## config.mk

```make
export PLATFORM = sky130hd
export DESIGN_NAME = bird_motion
export DESIGN_NICKNAME = d
export VERILOG_FILES = /design/src/rtl/bird_motion.sv
export SDC_FILE = /design/constraint.sdc
export NUM_CORES = 1
export LEC_CHECK = 0
export BUFFER_PORTS_ARGS = -buffer_cell sky130_fd_sc_hd__buf_2
export CORE_ASPECT_RATIO = 0.5
export CORE_MARGIN = 2
export CORE_UTILIZATION = 35
export CTS_CLUSTER_SIZE = 20
export DETAILED_ROUTE_END_ITERATION = 8
export PLACE_DENSITY = 0.55
export SKIP_CTS_REPAIR_TIMING = 1
export SYNTH_ARGS = -nofsm -noshare
export SYNTH_HDL_FRONTEND = slang
export SYNTH_SLANG_ARGS = --single-unit
```

## constraint.sdc

```tcl
create_clock -name CLK -period 3.3 [get_ports CLK]
set_input_delay 0.165 -clock CLK [delete_from_list [all_inputs] [get_ports CLK]]
set_output_delay 0.165 -clock CLK [all_outputs]
set_load 0.05 [all_outputs]
```

## src/rtl/bird_motion.sv

```systemverilog
// bird_motion: flappy-bird game FSM and vertical physics.
// Turns keyboard commands into bird row/velocity, updated once per frame_tick.
module bird_motion #(
  parameter int Y_W      = 10,
  parameter int V_W      = 6,
  parameter int START_Y  = 240,
  parameter int FLOOR_Y  = 440,
  parameter int GRAVITY  = 1,
  parameter int FLAP_V   = 8,
  parameter int MAX_FALL = 10
) (
  input  logic                  CLK,
  input  logic                  reset,
  input  logic [2:0]            key_state,
  input  logic                  frame_tick,
  input  logic                  collision,
  output logic [Y_W-1:0]        bird_y,
  output logic signed [V_W-1:0] bird_vel,
  output logic                  playing,
  output logic                  dead,
  output logic                  flap_ack
);

  typedef enum logic [1:0] {
    S_IDLE = 2'd0,
    S_PLAY = 2'd1,
    S_DEAD = 2'd2
  } state_t;

  localparam logic [2:0] K_FLAP    = 3'b010;
  localparam logic [2:0] K_RESTART = 3'b111;
  localparam logic signed [V_W:0] LP_GRAV = (V_W+1)'(GRAVITY);
  localparam logic signed [V_W:0] LP_MAXF = (V_W+1)'(MAX_FALL);
  localparam logic signed [V_W:0] LP_FLAP = (V_W+1)'(FLAP_V);
  localparam logic signed [Y_W:0] LP_FLOOR = (Y_W+1)'(FLOOR_Y);
  localparam logic [Y_W-1:0] LP_FLOOR_Y = Y_W'(FLOOR_Y);
  localparam logic [Y_W-1:0] LP_START_Y = Y_W'(START_Y);

  state_t                r_state;
  state_t                w_nstate;
  logic [Y_W-1:0]        r_y;
  logic [Y_W-1:0]        w_ny;
  logic signed [V_W-1:0] r_vel;
  logic signed [V_W-1:0] w_nvel;
  logic                  r_pend;
  logic                  w_npend;
  logic                  r_ack;
  logic                  w_nack;
  logic [2:0]            r_key_prev;

  logic                  w_press;
  logic                  w_restart;
  logic                  w_pend;
  logic                  w_step;
  logic signed [V_W:0]   w_vg;
  logic signed [V_W:0]   w_vnew;
  logic signed [Y_W:0]   w_ysum;

  assign w_press   = (key_state == K_FLAP) && (r_key_prev != K_FLAP);
  assign w_restart = (key_state == K_RESTART);
  // A press landing on the tick cycle is consumed by that tick
  assign w_pend    = r_pend | w_press;
  assign w_step    = frame_tick && ((r_state == S_PLAY) || w_pend);

  assign w_vg   = $signed({r_vel[V_W-1], r_vel}) + LP_GRAV;
  assign w_vnew = w_pend ? -LP_FLAP
                : ((w_vg > LP_MAXF) ? LP_MAXF : w_vg);
  assign w_ysum = $signed({1'b0, r_y})
                + $signed({{(Y_W-V_W){w_vnew[V_W]}}, w_vnew});

  always_ff @(posedge CLK or posedge reset) begin
    if (reset) begin
      r_state <= S_IDLE;
    end else begin
      r_state <= w_nstate;
    end
  end

  always_comb begin
    w_nstate = r_state;
    w_ny     = r_y;
    w_nvel   = r_vel;
    w_npend  = r_pend;
    w_nack   = 1'b0;
    if (w_restart) begin
      w_nstate = S_IDLE;
      w_ny     = LP_START_Y;
      w_nvel   = '0;
      w_npend  = 1'b0;
    end else begin
      case (r_state)
        S_DEAD: w_npend = 1'b0;
        S_IDLE, S_PLAY: begin
          if ((r_state == S_PLAY) && collision) begin
            w_nstate = S_DEAD;
            w_nvel   = '0;
            w_npend  = 1'b0;
          end else if (w_step) begin
            w_nstate = S_PLAY;
            w_npend  = 1'b0;
            w_nack   = w_pend;
            if (w_ysum[Y_W]) begin
              w_ny   = '0;
              w_nvel = '0;
            end else if (w_ysum >= LP_FLOOR) begin
              w_ny     = LP_FLOOR_Y;
              w_nvel   = '0;
              w_nstate = S_DEAD;
            end else begin
              w_ny   = w_ysum[Y_W-1:0];
              w_nvel = w_vnew[V_W-1:0];
            end
          end else begin
            w_npend = w_pend;
          end
        end
        default: w_nstate = S_IDLE;
      endcase
    end
  end

  always_ff @(posedge CLK or posedge reset) begin
    if (reset) begin
      r_y        <= LP_START_Y;
      r_vel      <= '0;
      r_pend     <= 1'b0;
      r_ack      <= 1'b0;
      r_key_prev <= 3'b000;
    end else begin
      r_y        <= w_ny;
      r_vel      <= w_nvel;
      r_pend     <= w_npend;
      r_ack      <= w_nack;
      r_key_prev <= key_state;
    end
  end

  always_comb begin
    playing  = (r_state == S_PLAY);
    dead     = (r_state == S_DEAD);
    bird_y   = r_y;
    bird_vel = r_vel;
    flap_ack = r_ack;
  end

endmodule

```

==> flow_summary.toml, run 1 <==
[floorplanning]
dieHeight_um = 53.9
die-width_um = 104
coreArea_um2 = 4860
dieArea_um2 = 5590
ioPinCount = 26
start_util_pct = 35.8
row_count = 18

[worst_hold_path]
holdPathEnd = "r_key_prev[1]"
whs_path_depth = 1
hp-class = "in2reg"
hold_start = "key_state[1]"

[drt]
drt-pass1-iter-count = 4
drt-met1-wl_um = 2310
met3_length_um = 138
routed_wl_um = 4430
wl_per_cell_um = 13.8
drtIter0Drc = 71
drcViolationCount = 0
top_layer = "met4"
vias = 1625
drtAntennaViolNets = 0
wl_met2_um = 1960
vias_per_cell = 5.08

[global_route]
antenna_found_initial = 0
grt_usage_pct = 16.4
grt_pass1_wl_um = 7170
gr-total-overflow = 0
grt_max_degree = 24
grt_pass1_vias = 1464

[clocking]
root_buffer = "clkbuf_8"
cts.sinks = 23
clk_latency_ns = 0.27
path_clk_slew_ns = 0.08
htreeDepth = 1
clockBufferDepth = 2
tritoncts = "done"
numCtsBuffers = 3

[synthesis]
syn-cell-area_um2 = 1740
ys_ff_latch = 23
synth_edf_count = 0
avgSynthCellArea_um2 = 9.02
synthesis.nets = 214
synth_seq_area_share_pct = 33.4
yosysTopAreaCellShare_pct = 27.3
synth_warnings = 0
yosys.area.top_type = "dfrtp_1"
synth_cells = 193
synthTopCellsByArea = "dfrtp_1, ha_1, dfstp_2"
synth_cell_types = 49
synth_top_flop_cell = "dfrtp_1"
synthArstFlopShare_pct = 100

[setup_path]
worstPathRequired_ns = 3.50
endpoint_kind = "flop"
r2r_end = "bird_vel[1]"
reg2regPathDepth = 18
worstSetupPathType = "reg2reg"
start_kind = "flop"
worstPathArrival_ns = 3.72
r2r_slack_ns = -0.22
r2r-start = "bird_vel[0]"
path_max_fanout = 6

[layout]
syn2layout_area_growth_pct = 34.8
fillers = 493
final_nets = 272
regArea_um2 = 588
layout_commonest_cell = "buf_4"
multi_input_area_um2 = 1170
drive_gt1_share_pct = 42.0
finalInstanceArea_um2 = 2350
diodes = 0
fin_util_pct = 48.2
stdcell_count = 320
mostFrequentLayoutCells = "buf_4, buf_2, nand2_1"

[sta]
tightest_slew_ns = 0.907
min_period_over_period_pct = 107
clock.fmax_mhz = 284
finalHoldViolCount = 0
setup_viol_count_final = 17
finalCriticalPeriod_ns = 3.52
slew_violations = 0
slew-limit-headroom_pct = 39.4
skew_ns = 0.0141
layout_setup_ws_ns = -0.218
rsz0062_at_grt = "yes"

[placement]
dp.cells = 311
gp_congestion = 0.804
port_buffers = 25
place_area_um2 = 2190
dp_hpwl_um = 3460

[run]
cap_violations = 0

[pwr]
power_density_nw_per_um2 = 1040
peakVddDrop_mv = 0.487
p_leak_nw = 1.11

[status]
violations = "setup timing"
status = "finished, violations left"
[how the worst max path moves through the flow]
stage | start | end | cells after the start
floorplan | bird_vel[1] | bird_vel[3] | 18
global placement | bird_vel[0] | bird_vel[0] | 16
detailed placement | bird_vel[0] | bird_vel[5] | 16
CTS | bird_vel[0] | bird_vel[2] | 16
global route | bird_vel[0] | bird_vel[0] | 18
finish | bird_vel[0] | bird_vel[1] | 18
[cells by family after synthesis]
family                     count (synthesis)  share of synthesized area (%)
buffers and inverters                     18                           5.10
DFF                                       23                           33.4
and+or+nand+nor                           64                           17.5
AOI/OAI and AO/OA                         62                           27.1
xor gates and xnor gates                  12                           6.47
adders and majority gates                 14                           10.5
[state kept, by name, summed over array words and instances (netlist names)]
name        cells
r_state         2
r_pend          1
bird_y         10
bird_vel        6
flap_ack        1
r_key_prev      3
[layout make-up]
cell class / count / share of cell area [%]
Clock buffer: 3 / 1.76
Clock inverter: 1 / 0.213
Inverter: 10 / 1.60
Multi-Input combinational cell: 152 / 49.9
Sequential cell: 23 / 25.1
Tap cell: 70 / 3.73
Timing Repair Buffer: 61 / 17.7
[per-stage QoR]
| step | hold slack [ns] | setup TNS, ns | setup slack, ns | power [mW] |
|---|---|---|---|---|
| after detailed placement | 0.308 | -4.54 | -0.301 | 2.06 |
| final | 0.0378 | -2.73 | -0.218 | 2.45 |
| after global placement | 0.303 | -4.07 | -0.262 | 2.04 |
| after floorplan | 0.164 | -2.59 | -0.201 | 1.60 |
| after CTS | 0.0329 | -4.85 | -0.324 | 2.24 |
| after global routing | 0.0256 | -6.28 | -0.416 | 2.64 |
[Yosys cell counts, drive strengths merged, types with 2 or more instances]
cell     number
a211oi        5
a21o          3
a21oi        16
a31o          2
a32o          9
and3          2
buf           6
clkbuf        2
dfrtp        19
dfstp         4
ha           13
inv          10
nand2        20
nand2b        2
nand3         3
nor2         21
nor2b         5
nor3          4
nor3b         2
o2111ai       2
o211ai        2
o21a          2
o21ai        14
xnor2         9
xor2          3
[worst max-delay path, cell delays in order, from the launching register on]
cell	delay, ns
dfrtp_4	0.51
ha_4	0.19
nand3_4	0.09
a21oi_2	0.04
xnor2_1	0.13
a21oi_2	0.14
o21ai_2	0.08
nor2_2	0.13
ha_2	0.20
inv_2	0.04
fa_2	0.33
nand2b_4	0.16
a211oi_4	0.24
buf_4	0.15
o211ai_1	0.12
o21a_1	0.27
nor3_4	0.28
buf_6	0.17
a32o_1	0.16
[report_power, final]
part / switching, mW / total [mW] / internal [mW]
clock: 0.0957 / 0.180 / 0.0845
combinational: 1.04 / 1.83 / 0.790
sequential: 0.0713 / 0.435 / 0.363
[layer usage]
layer,vias to the layer above,GRT usage [%]
li1,812,-
met1,783,23.8
met2,28,26.6
met3,2,2.66
met4,0,2.70
met5,-,0
Power figures use the tool's default switching activity.
==> run 2: changes to the inputs <==
Settings changed: REMOVE_ABC_BUFFERS set to 1.
==> run 2 against run 1 <==
Compared with the run above:
- the flow still finishes with violations (setup timing)
- sequential cell count is the same
- hold slack gained 0.0035 ns
- clock skew shrank 0.0063 ns
- worst setup slack gained 0.037 ns
- via count grew 2.2%
- non-clock buffer count grew 4
- clock power shrank 2%
- die area is the same
- core utilization grew 1.3 points
- final cell count grew 1.3%
- fmax grew 1.1%
- register-to-register slack gained 0.04 ns
==> flow_summary.toml, run 2 (synthesized netlist as in run 1, its figures left out) <==
[setup_path]
critical-path-max-stage-delay_ns = 0.44
path_depth = 18
cp_top_family = "compound AO/OA/AOI/OAI gates"
reg2regPathDepth = 18
worstPathArrival_ns = 3.63
worstSetupPathType = "reg2reg"
endpoint_kind = "flop"
cpMaxStageDelayCell = "dfrtp_2"
crit_chain = "buf_6 -> buf_4 -> a21oi_2 -> xnor2_1 -> a21oi_2 -> o21ai_2 -> nor2_2 -> ha_2 -> inv_2 -> fa_2 -> nand2b_4 -> a211oi_4 -> nor2b_1 -> xnor2_1 -> a31o_2 -> a31oi_4 -> buf_12 -> a32o_1"
path_max_fanout = 8
start_kind = "flop"
worstPathRequired_ns = 3.45
cp_num_buf_inv = 4

[pwr]
peakVddDrop_mv = 0.535
total_power_mw = 2.62
p_leak_nw = 1.14
power_density_nw_per_um2 = 1090

[clocking]
root_buffer = "clkbuf_8"
clockBufferDepth = 2
tritoncts = "done"
path_clk_slew_ns = 0.08
htreeDepth = 1
clk_latency_ns = 0.27
numCtsBuffers = 3
cts.sinks = 23

[worst_hold_path]
whs_path_depth = 1
hp-class = "in2reg"

[sta]
finalHoldViolCount = 0
slew-limit-headroom_pct = 41.1
worst_hold_slack_ns = 0.0414
slew_violations = 0
fin_setup_tns_ns = -2.00
setup_viol_count_final = 15
skew_ns = 0.00782
rsz0062_at_grt = "yes"
tightest_slew_ns = 0.882
finalCriticalPeriod_ns = 3.48
clock.fmax_mhz = 287
min_period_over_period_pct = 105
layout_setup_ws_ns = -0.180

[floorplanning]
row_count = 18
dieHeight_um = 53.9
start_util_pct = 35.8
die-width_um = 104
dieArea_um2 = 5590
ioPinCount = 26
coreArea_um2 = 4860

[layout]
diodes = 0
final_nets = 276
fin_util_pct = 49.5
syn2layout_area_growth_pct = 38.3
largest_reg_flops = 10
layout_commonest_cell = "buf_4"
drive_gt1_share_pct = 41.7
mostFrequentLayoutCells = "buf_4, buf_2, nand2_1, nor2_1, dfrtp_1"
fillers = 485

[global_route]
antenna_found_initial = 0
grt_max_degree = 24
grt_pass1_wl_um = 6820
grt_pass1_vias = 1448
grt_usage_pct = 15.5
gr-total-overflow = 0

[drt]
drt-met1-wl_um = 2300
drt-pass1-iter-count = 5
wl_met2_um = 2030
vias = 1660
top_layer = "met4"
routed_wl_um = 4510
met3_length_um = 148
vias_per_cell = 5.12
wl_per_cell_um = 13.9
drtIter0Drc = 78
drcViolationCount = 0
drtAntennaViolNets = 0

[status]
violations = "setup timing"
status = "finished, violations left"

[placement]
port_buffers = 25
gp_congestion = 0.822
dp_hpwl_um = 3360

[run]
cap_violations = 0
-- run 2: cell types whose count changed in the layout (fill, tap and decap cells not counted), sizes merged --
cell,previous run,this run
clkinv,1,0
buf,61,64
clkbuf,3,5
-- run 2: final timing paths --
path	start	end	slack, ns
setup / recovery	bird_vel[1]	bird_vel[1]	-0.18
hold / removal	key_state[1]	r_key_prev[1]	0.04
max in group asynchronous	reset	bird_vel[1]	2.62
min in group asynchronous	reset	flap_ack	0.07
hold reg to reg	bird_y[2]	bird_y[2]	0.53
setup reg to reg	bird_vel[1]	bird_vel[1]	-0.18
-- run 2: stage by stage --
stage / area [um^2] / cells / setup slack [ns]
after floorplan: 1690 / 185 / -0.697
after global placement: 2170 / 316 / -0.256
after detailed placement: 2170 / 316 / -0.360
after CTS: 2220 / 320 / -0.407
after global routing: 2410 / 324 / -0.341
final: 2410 / 324 / -0.180
-- run 2: cell type report --
type                    instances  area, um^2  share of cell area (%)
multi-input cells             152        1180                    49.2
flip-flops and latches         23         582                    24.2
repair buffers                 65         470                    19.5
well taps                      70        87.6                    3.64
clock buffers                   4        45.0                    1.87
inverters                      10        37.5                    1.56
-- run 2: report_power, final --
part	internal (mW)	leakage, nW	total [mW]	switching [mW]
registers	0.361	0.294	0.427	0.0669
clock network	0.0862	0.0228	0.176	0.0896
logic	0.938	0.820	2.02	1.08
-- run 2: layer usage --
layer / vias to the layer above / global-route usage (%)
met4: 0 / 2.70
met3: 5 / 2.78
met5: - / 0
met2: 34 / 25.7
li1: 819 / -
met1: 802 / 21.8
